File: config.mk
export PLATFORM = sky130hd
export DESIGN_NAME = z16_dmem_arbiter
export DESIGN_NICKNAME = d
export VERILOG_FILES = /design/src/rtl/z16_pkg.sv /design/src/rtl/z16_rr_arb2.sv /design/src/rtl/z16_dmem_arbiter.sv
export SDC_FILE = /design/constraint.sdc
export NUM_CORES = 1
export LEC_CHECK = 0
export ABC_AREA = 1
export CAP_MARGIN = 5
export CELL_PAD_IN_SITES_DETAIL_PLACEMENT = 0
export CELL_PAD_IN_SITES_GLOBAL_PLACEMENT = 1
export CORE_ASPECT_RATIO = 1.25
export CORE_UTILIZATION = 25
export CTS_CLUSTER_SIZE = 24
export DETAILED_ROUTE_END_ITERATION = 8
export HOLD_SLACK_MARGIN = 0.08
export PLACE_DENSITY = 0.89
export SYNTH_ARGS = -nofsm -noshare
export SYNTH_HDL_FRONTEND = slang
export SYNTH_HIERARCHICAL = 1
export SYNTH_SLANG_ARGS = --single-unit
File: constraint.sdc
create_clock -name i_clk -period 3.6 [get_ports i_clk]
set_input_delay 0.72 -clock i_clk [delete_from_list [all_inputs] [get_ports i_clk]]
set_output_delay 0.72 -clock i_clk [all_outputs]
set_load 0.005 [all_outputs]
File: src/rtl/z16_pkg.sv
// Shared definitions for the Z16 data-memory arbiter: bus widths,
// requester IDs and the arbiter FSM state encoding.
package z16_pkg;

    localparam int Z16_ADDR_W = 16;
    localparam int Z16_DATA_W = 16;

    // Requester IDs; also the bit position of each port in a req/gnt pair
    localparam logic REQ_A = 1'b0;
    localparam logic REQ_B = 1'b1;

    typedef enum logic {
        ST_IDLE   = 1'b0,
        ST_LOCK_B = 1'b1
    } arb_state_t;

endpackage

File: src/rtl/z16_rr_arb2.sv
// Two-way round-robin picker. A lone request is granted directly; on a
// tie the port that did not win last time gets the grant.
module z16_rr_arb2
    import z16_pkg::*;
(
    input  logic [1:0] i_req,
    input  logic       i_last_gnt,
    output logic [1:0] o_gnt
);

    // Tie-break against the previous winner
    always_comb begin
        o_gnt = i_req;
        if (i_req == 2'b11) begin
            o_gnt = (i_last_gnt == REQ_B) ? 2'b01 : 2'b10;
        end
    end

endmodule

File: src/rtl/z16_dmem_arbiter.sv
// Two-port arbiter in front of the single-port Z16 data memory.
// Port A (CPU LSU) and port B (DMA/loader) share one access per cycle with
// round-robin fairness; B can hold the memory for bursts of up to LOCK_MAX
// beats. Read data is registered and returned one cycle after the grant.
// Optional feature: define Z16_DMEM_ARB_MISALIGN_ERR_EN to flag odd byte
// addresses as errors (write suppressed, read data zero, err pulse).
module z16_dmem_arbiter
    import z16_pkg::*;
#(
    parameter int ADDR_W   = Z16_ADDR_W,
    parameter int DATA_W   = Z16_DATA_W,
    parameter int LOCK_MAX = 8
)(
    input  logic              i_clk,
    input  logic              i_rst_n,
    input  logic              i_a_req,
    input  logic              i_a_we,
    input  logic [ADDR_W-1:0] i_a_addr,
    input  logic [DATA_W-1:0] i_a_wdata,
    output logic              o_a_gnt,
    output logic              o_a_rvalid,
    output logic [DATA_W-1:0] o_a_rdata,
    output logic              o_a_err,
    input  logic              i_b_req,
    input  logic              i_b_we,
    input  logic [ADDR_W-1:0] i_b_addr,
    input  logic [DATA_W-1:0] i_b_wdata,
    input  logic              i_b_lock,
    output logic              o_b_gnt,
    output logic              o_b_rvalid,
    output logic [DATA_W-1:0] o_b_rdata,
    output logic              o_b_err,
    output logic [ADDR_W-1:0] o_mem_addr,
    output logic              o_mem_we,
    output logic [DATA_W-1:0] o_mem_wdata,
    input  logic [DATA_W-1:0] i_mem_rdata
);

    localparam int               CNT_W     = $clog2(LOCK_MAX + 1);
    localparam logic [CNT_W-1:0] LOCK_LAST = CNT_W'(LOCK_MAX - 1);

    arb_state_t       r_state;
    logic             r_last_gnt;
    logic [CNT_W-1:0] r_lock_cnt;

    logic              r_a_rvalid, r_b_rvalid;
    logic              r_a_err,    r_b_err;
    logic [DATA_W-1:0] r_a_rdata,  r_b_rdata;

    logic [1:0] w_rr_gnt;
    logic       w_a_gnt, w_b_gnt;
    logic       w_a_mis, w_b_mis;

`ifdef Z16_DMEM_ARB_MISALIGN_ERR_EN
    assign w_a_mis = i_a_addr[0];
    assign w_b_mis = i_b_addr[0];
`else
    // Odd byte addresses just land on the containing word
    assign w_a_mis = 1'b0;
    assign w_b_mis = 1'b0;
`endif

    z16_rr_arb2 u_rr (
        .i_req      ({i_b_req, i_a_req}),
        .i_last_gnt (r_last_gnt),
        .o_gnt      (w_rr_gnt)
    );

    // Grant: round-robin when idle, B only while locked; nothing in reset
    always_comb begin
        w_a_gnt = 1'b0;
        w_b_gnt = 1'b0;
        if (i_rst_n) begin
            if (r_state == ST_LOCK_B) begin
                w_b_gnt = i_b_req;
            end else begin
                w_a_gnt = w_rr_gnt[REQ_A];
                w_b_gnt = w_rr_gnt[REQ_B];
            end
        end
    end

    assign o_a_gnt     = w_a_gnt;
    assign o_b_gnt     = w_b_gnt;
    assign o_mem_addr  = w_b_gnt ? i_b_addr  : i_a_addr;
    assign o_mem_wdata = w_b_gnt ? i_b_wdata : i_a_wdata;
    assign o_mem_we    = (w_a_gnt & i_a_we & ~w_a_mis) |
                         (w_b_gnt & i_b_we & ~w_b_mis);

    // Lock FSM and fairness history. The beat that reaches LOCK_MAX drops
    // straight back to IDLE with last_gnt=B, so a waiting A wins next cycle.
    always_ff @(posedge i_clk or negedge i_rst_n) begin
        if (!i_rst_n) begin
            r_state    <= ST_IDLE;
            r_last_gnt <= REQ_B;
            r_lock_cnt <= '0;
        end else begin
            if (w_a_gnt) r_last_gnt <= REQ_A;
            if (w_b_gnt) r_last_gnt <= REQ_B;
            case (r_state)
                ST_IDLE: begin
                    if (w_b_gnt && i_b_lock && (LOCK_MAX > 1)) begin
                        r_state    <= ST_LOCK_B;
                        r_lock_cnt <= CNT_W'(1);
                    end
                end
                ST_LOCK_B: begin
                    if (!i_b_req || !i_b_lock || (r_lock_cnt == LOCK_LAST)) begin
                        r_state    <= ST_IDLE;
                        r_lock_cnt <= '0;
                    end else begin
                        r_lock_cnt <= r_lock_cnt + 1'b1;
                    end
                end
                default: begin
                    r_state    <= ST_IDLE;
                    r_lock_cnt <= '0;
                end
            endcase
        end
    end

    // Port A response: capture read data at the granting edge
    always_ff @(posedge i_clk or negedge i_rst_n) begin
        if (!i_rst_n) begin
            r_a_rvalid <= 1'b0;
            r_a_err    <= 1'b0;
            r_a_rdata  <= '0;
        end else begin
            r_a_rvalid <= w_a_gnt & ~i_a_we;
            r_a_err    <= w_a_gnt & w_a_mis;
            if (w_a_gnt && !i_a_we) r_a_rdata <= w_a_mis ? '0 : i_mem_rdata;
        end
    end

    // Port B response: capture read data at the granting edge
    always_ff @(posedge i_clk or negedge i_rst_n) begin
        if (!i_rst_n) begin
            r_b_rvalid <= 1'b0;
            r_b_err    <= 1'b0;
            r_b_rdata  <= '0;
        end else begin
            r_b_rvalid <= w_b_gnt & ~i_b_we;
            r_b_err    <= w_b_gnt & w_b_mis;
            if (w_b_gnt && !i_b_we) r_b_rdata <= w_b_mis ? '0 : i_mem_rdata;
        end
    end

    assign o_a_rvalid = r_a_rvalid;
    assign o_a_rdata  = r_a_rdata;
    assign o_a_err    = r_a_err;
    assign o_b_rvalid = r_b_rvalid;
    assign o_b_rdata  = r_b_rdata;
    assign o_b_err    = r_b_err;

endmodule

==> flow_summary.toml <==
[outcome]
status = "complete, no violations"

[worst_hold_path]
hp-class = "primary input to asynchronous set/reset pin"

[floorplanning]
rows = 37
dieHeight_um = 107
ios = 158
core_um2 = 8380
die_area_um2 = 9150
die_x_um = 85.8
start_util_pct = 26.2

[worst_setup_path]
r2r_end = "o_a_rdata[15]"
ff2ff_path_depth = 7
crit_path_start_kind = "primary input"
worstSetupEndpointType = "output pin"
cp_max_fo = 33
worstPathRequired_ps = 2880
r2r-start = "r_last_gnt"
arrival_ps = 2700
critPathKind = "primary input to output pin"
r2r_setup_slack_ps = 1780

[synth]
synth_mux_area_share_pct = 0
synth_compound_area_share_pct = 12.8
syn_avg_cell_area_um2 = 7.78
synth.cell_area_um2 = 2190
synth_cells = 282
yosysUniqueCellTypes = 22
synth-simple-area-share_pct = 29.4
synth-seq-cells = 40
synth_top_family_by_area = "simple AND/OR/NAND/NOR gates"
synth_xor_area_share_pct = 0.799
synth-seq-area-share_pct = 45.7
synth.area.top_cells = "dfrtp_1 44%, nand2_1 25%, o21ai_2 10%"
yosysWarnings = 6
yosysTopAreaCellShare_pct = 44.5
synth_fa_ha_area_share_pct = 0.570
yosysTopAreaCell = "dfrtp_1"

[global_routing]
grt_max_degree = 35
grt_first_pass_wirelength_mm = 10.8
overflow = 0
grt_use_total_pct = 15.0
grt_pass1_vias = 2130
antenna_found_initial = 0

[pwr]
cellLeakagePower_nw = 1.88
peakVddDrop_mv = 0.297
seq_power_share_pct = 37.8
p_switching_w = 0.000481
p_per_area_nw_per_um2 = 432
p_clk_share_pct = 21.6
p_int_w = 0.00120
swShare_pct = 28.6
comb_power_share_pct = 40.6

[finish]
area_delta_synth_final_pct = 77.6
ff_latch_area_um2 = 1000
nFillCells = 840
design_area_um2 = 3900
multiInputGateArea_um2 = 963
nNetsFinal = 523
drive_above_1_share_pct = 11.0
stdcell_count = 553
antennaDiodeCount = 0

[route]
via_per_inst = 4.10
wirelength_mm = 6.91
wl_per_cell_um = 12.5
drc = 0
dr_total_vias = 2268
firstDrtPassIters = 4
drtAntennaViolNets = 0
drtIter0Drc = 61

[sta]
postLayoutSetupSlackWorst_ps = 180
period_needed_ps = 3420
rsz0062_at_grt = "no"
whs_ps = 315
tightest_slew_ps = 794
finalSetupViolCount = 0
max_slew_margin_pct = 46.9
finalCritPeriodShare_pct = 95.0
finalHoldViolCount = 0
fin_tns_setup_ps = 0
drv_slew = 0
skew_ps = 3.91
fmax_mhz = 292

[flow_run]
drv_cap = 0

[placed_design]
place.gp.congestion = 0.786
place_ws_ps = 197
numPortBuffers = 155
placed_area_um2 = 3790
dp_hpwl_mm = 5.30
dp.cells = 545

[clocking]
ctsHoldBuffers = 0
tritoncts = "done"
cts-resized-gates = 0
postCtsSetupBuffers = 0
cts_sinks = 40
insertion_delay_ps = 280
numCtsBuffers = 5
root_buffer = "clkbuf_8"
htreeDepth = 2
ctsLongestPathBuffers = 2
path_clk_slew_ps = 70
registers in the layout, summed over array words and instances (netlist names):
register and count:
r_lock_cnt 4, o_a_rdata 16, o_b_rdata 16, o_b_rvalid 1
o_a_rvalid 1, r_last_gnt 1, r_state 1
synth_stat cells, drive strengths merged:
cell	instances
inv	26
ha	1
o21bai	1
a21oi	1
xor2	2
conb	1
buf	14
o21ai	34
dfstp	1
nand2	150
dfrtp	39
nand3	10
nor2	2
critical path, cell delays in order:
cell and delay (ps):
clkdlybuf4s50_1 530, inv_1 80, a21oi_1 150, nand2_2 70
nand2_2 100, nand2_4 80, inv_4 270, nand2_1 90
nand2_1 90, clkdlybuf4s50_1 510
kinds of logic (layout without fill, tap and decap cells):
group	after synthesis	in the layout
and+or+nand+nor	162	162
DFF	40	40
buffers and inverters	40	193
AOI/OAI and AO/OA	36	36
xor gates and xnor gates	2	2
adders and majority gates	1	1
other	1	2
power by group through the flow:
stage               combinational (W)  sequential, W  clock (W)
global placement             0.000685       0.000640          0
floorplan                    0.000247       0.000646          0
CTS                          0.000694       0.000638   0.000381
finish                       0.000683       0.000636   0.000363
global route                 0.000748       0.000652   0.000397
detailed placement           0.000690       0.000644          0
routing by layer:
layer | global-route usage [%] | routed length (um)
met5 | 0 | 0
met4 | 3.21 | 52
met3 | 6.31 | 826
met2 | 24.7 | 3100
met1 | 18.3 | 2940
worst max path at each step:
stage,slack [ps],end,startpoint
global route,30,o_mem_wdata[13],i_b_req
detailed placement,200,o_mem_wdata[13],i_b_req
finish,180,o_mem_wdata[13],i_b_req
floorplan,1450,o_mem_wdata[10],i_b_req
CTS,180,o_mem_wdata[13],i_b_req
global placement,240,o_mem_wdata[0],i_b_req
final cells by class:
cell class              instances  area share, %
flip-flops and latches         40           25.7
multi-input cells             203           24.7
inverters                      26           2.57
repair buffers                159           40.5
clock inverters                 2          0.899
clock buffers                   6           1.86
well taps                     117           3.76
per-stage QoR:
step	util, %	total power, W
after floorplan	-	0.000892
after global placement	45.2	0.00132
after detailed placement	45.2	0.00133
after CTS	46.5	0.00171
after global routing	46.5	0.00180
final	46.5	0.00168
layout by cell type, fill, tap and decap left out, drive strengths merged, types with 2 or more instances in the layout:
| cell | count |
|---|---|
| nand2 | 150 |
| clkbuf | 6 |
| clkdlybuf4s50 | 154 |
| inv | 26 |
| xor2 | 2 |
| nand3 | 10 |
| buf | 5 |
| dfrtp | 39 |
| conb | 2 |
| o21ai | 34 |
| nor2 | 2 |
Note: power is estimated with default switching activity, not from simulation.
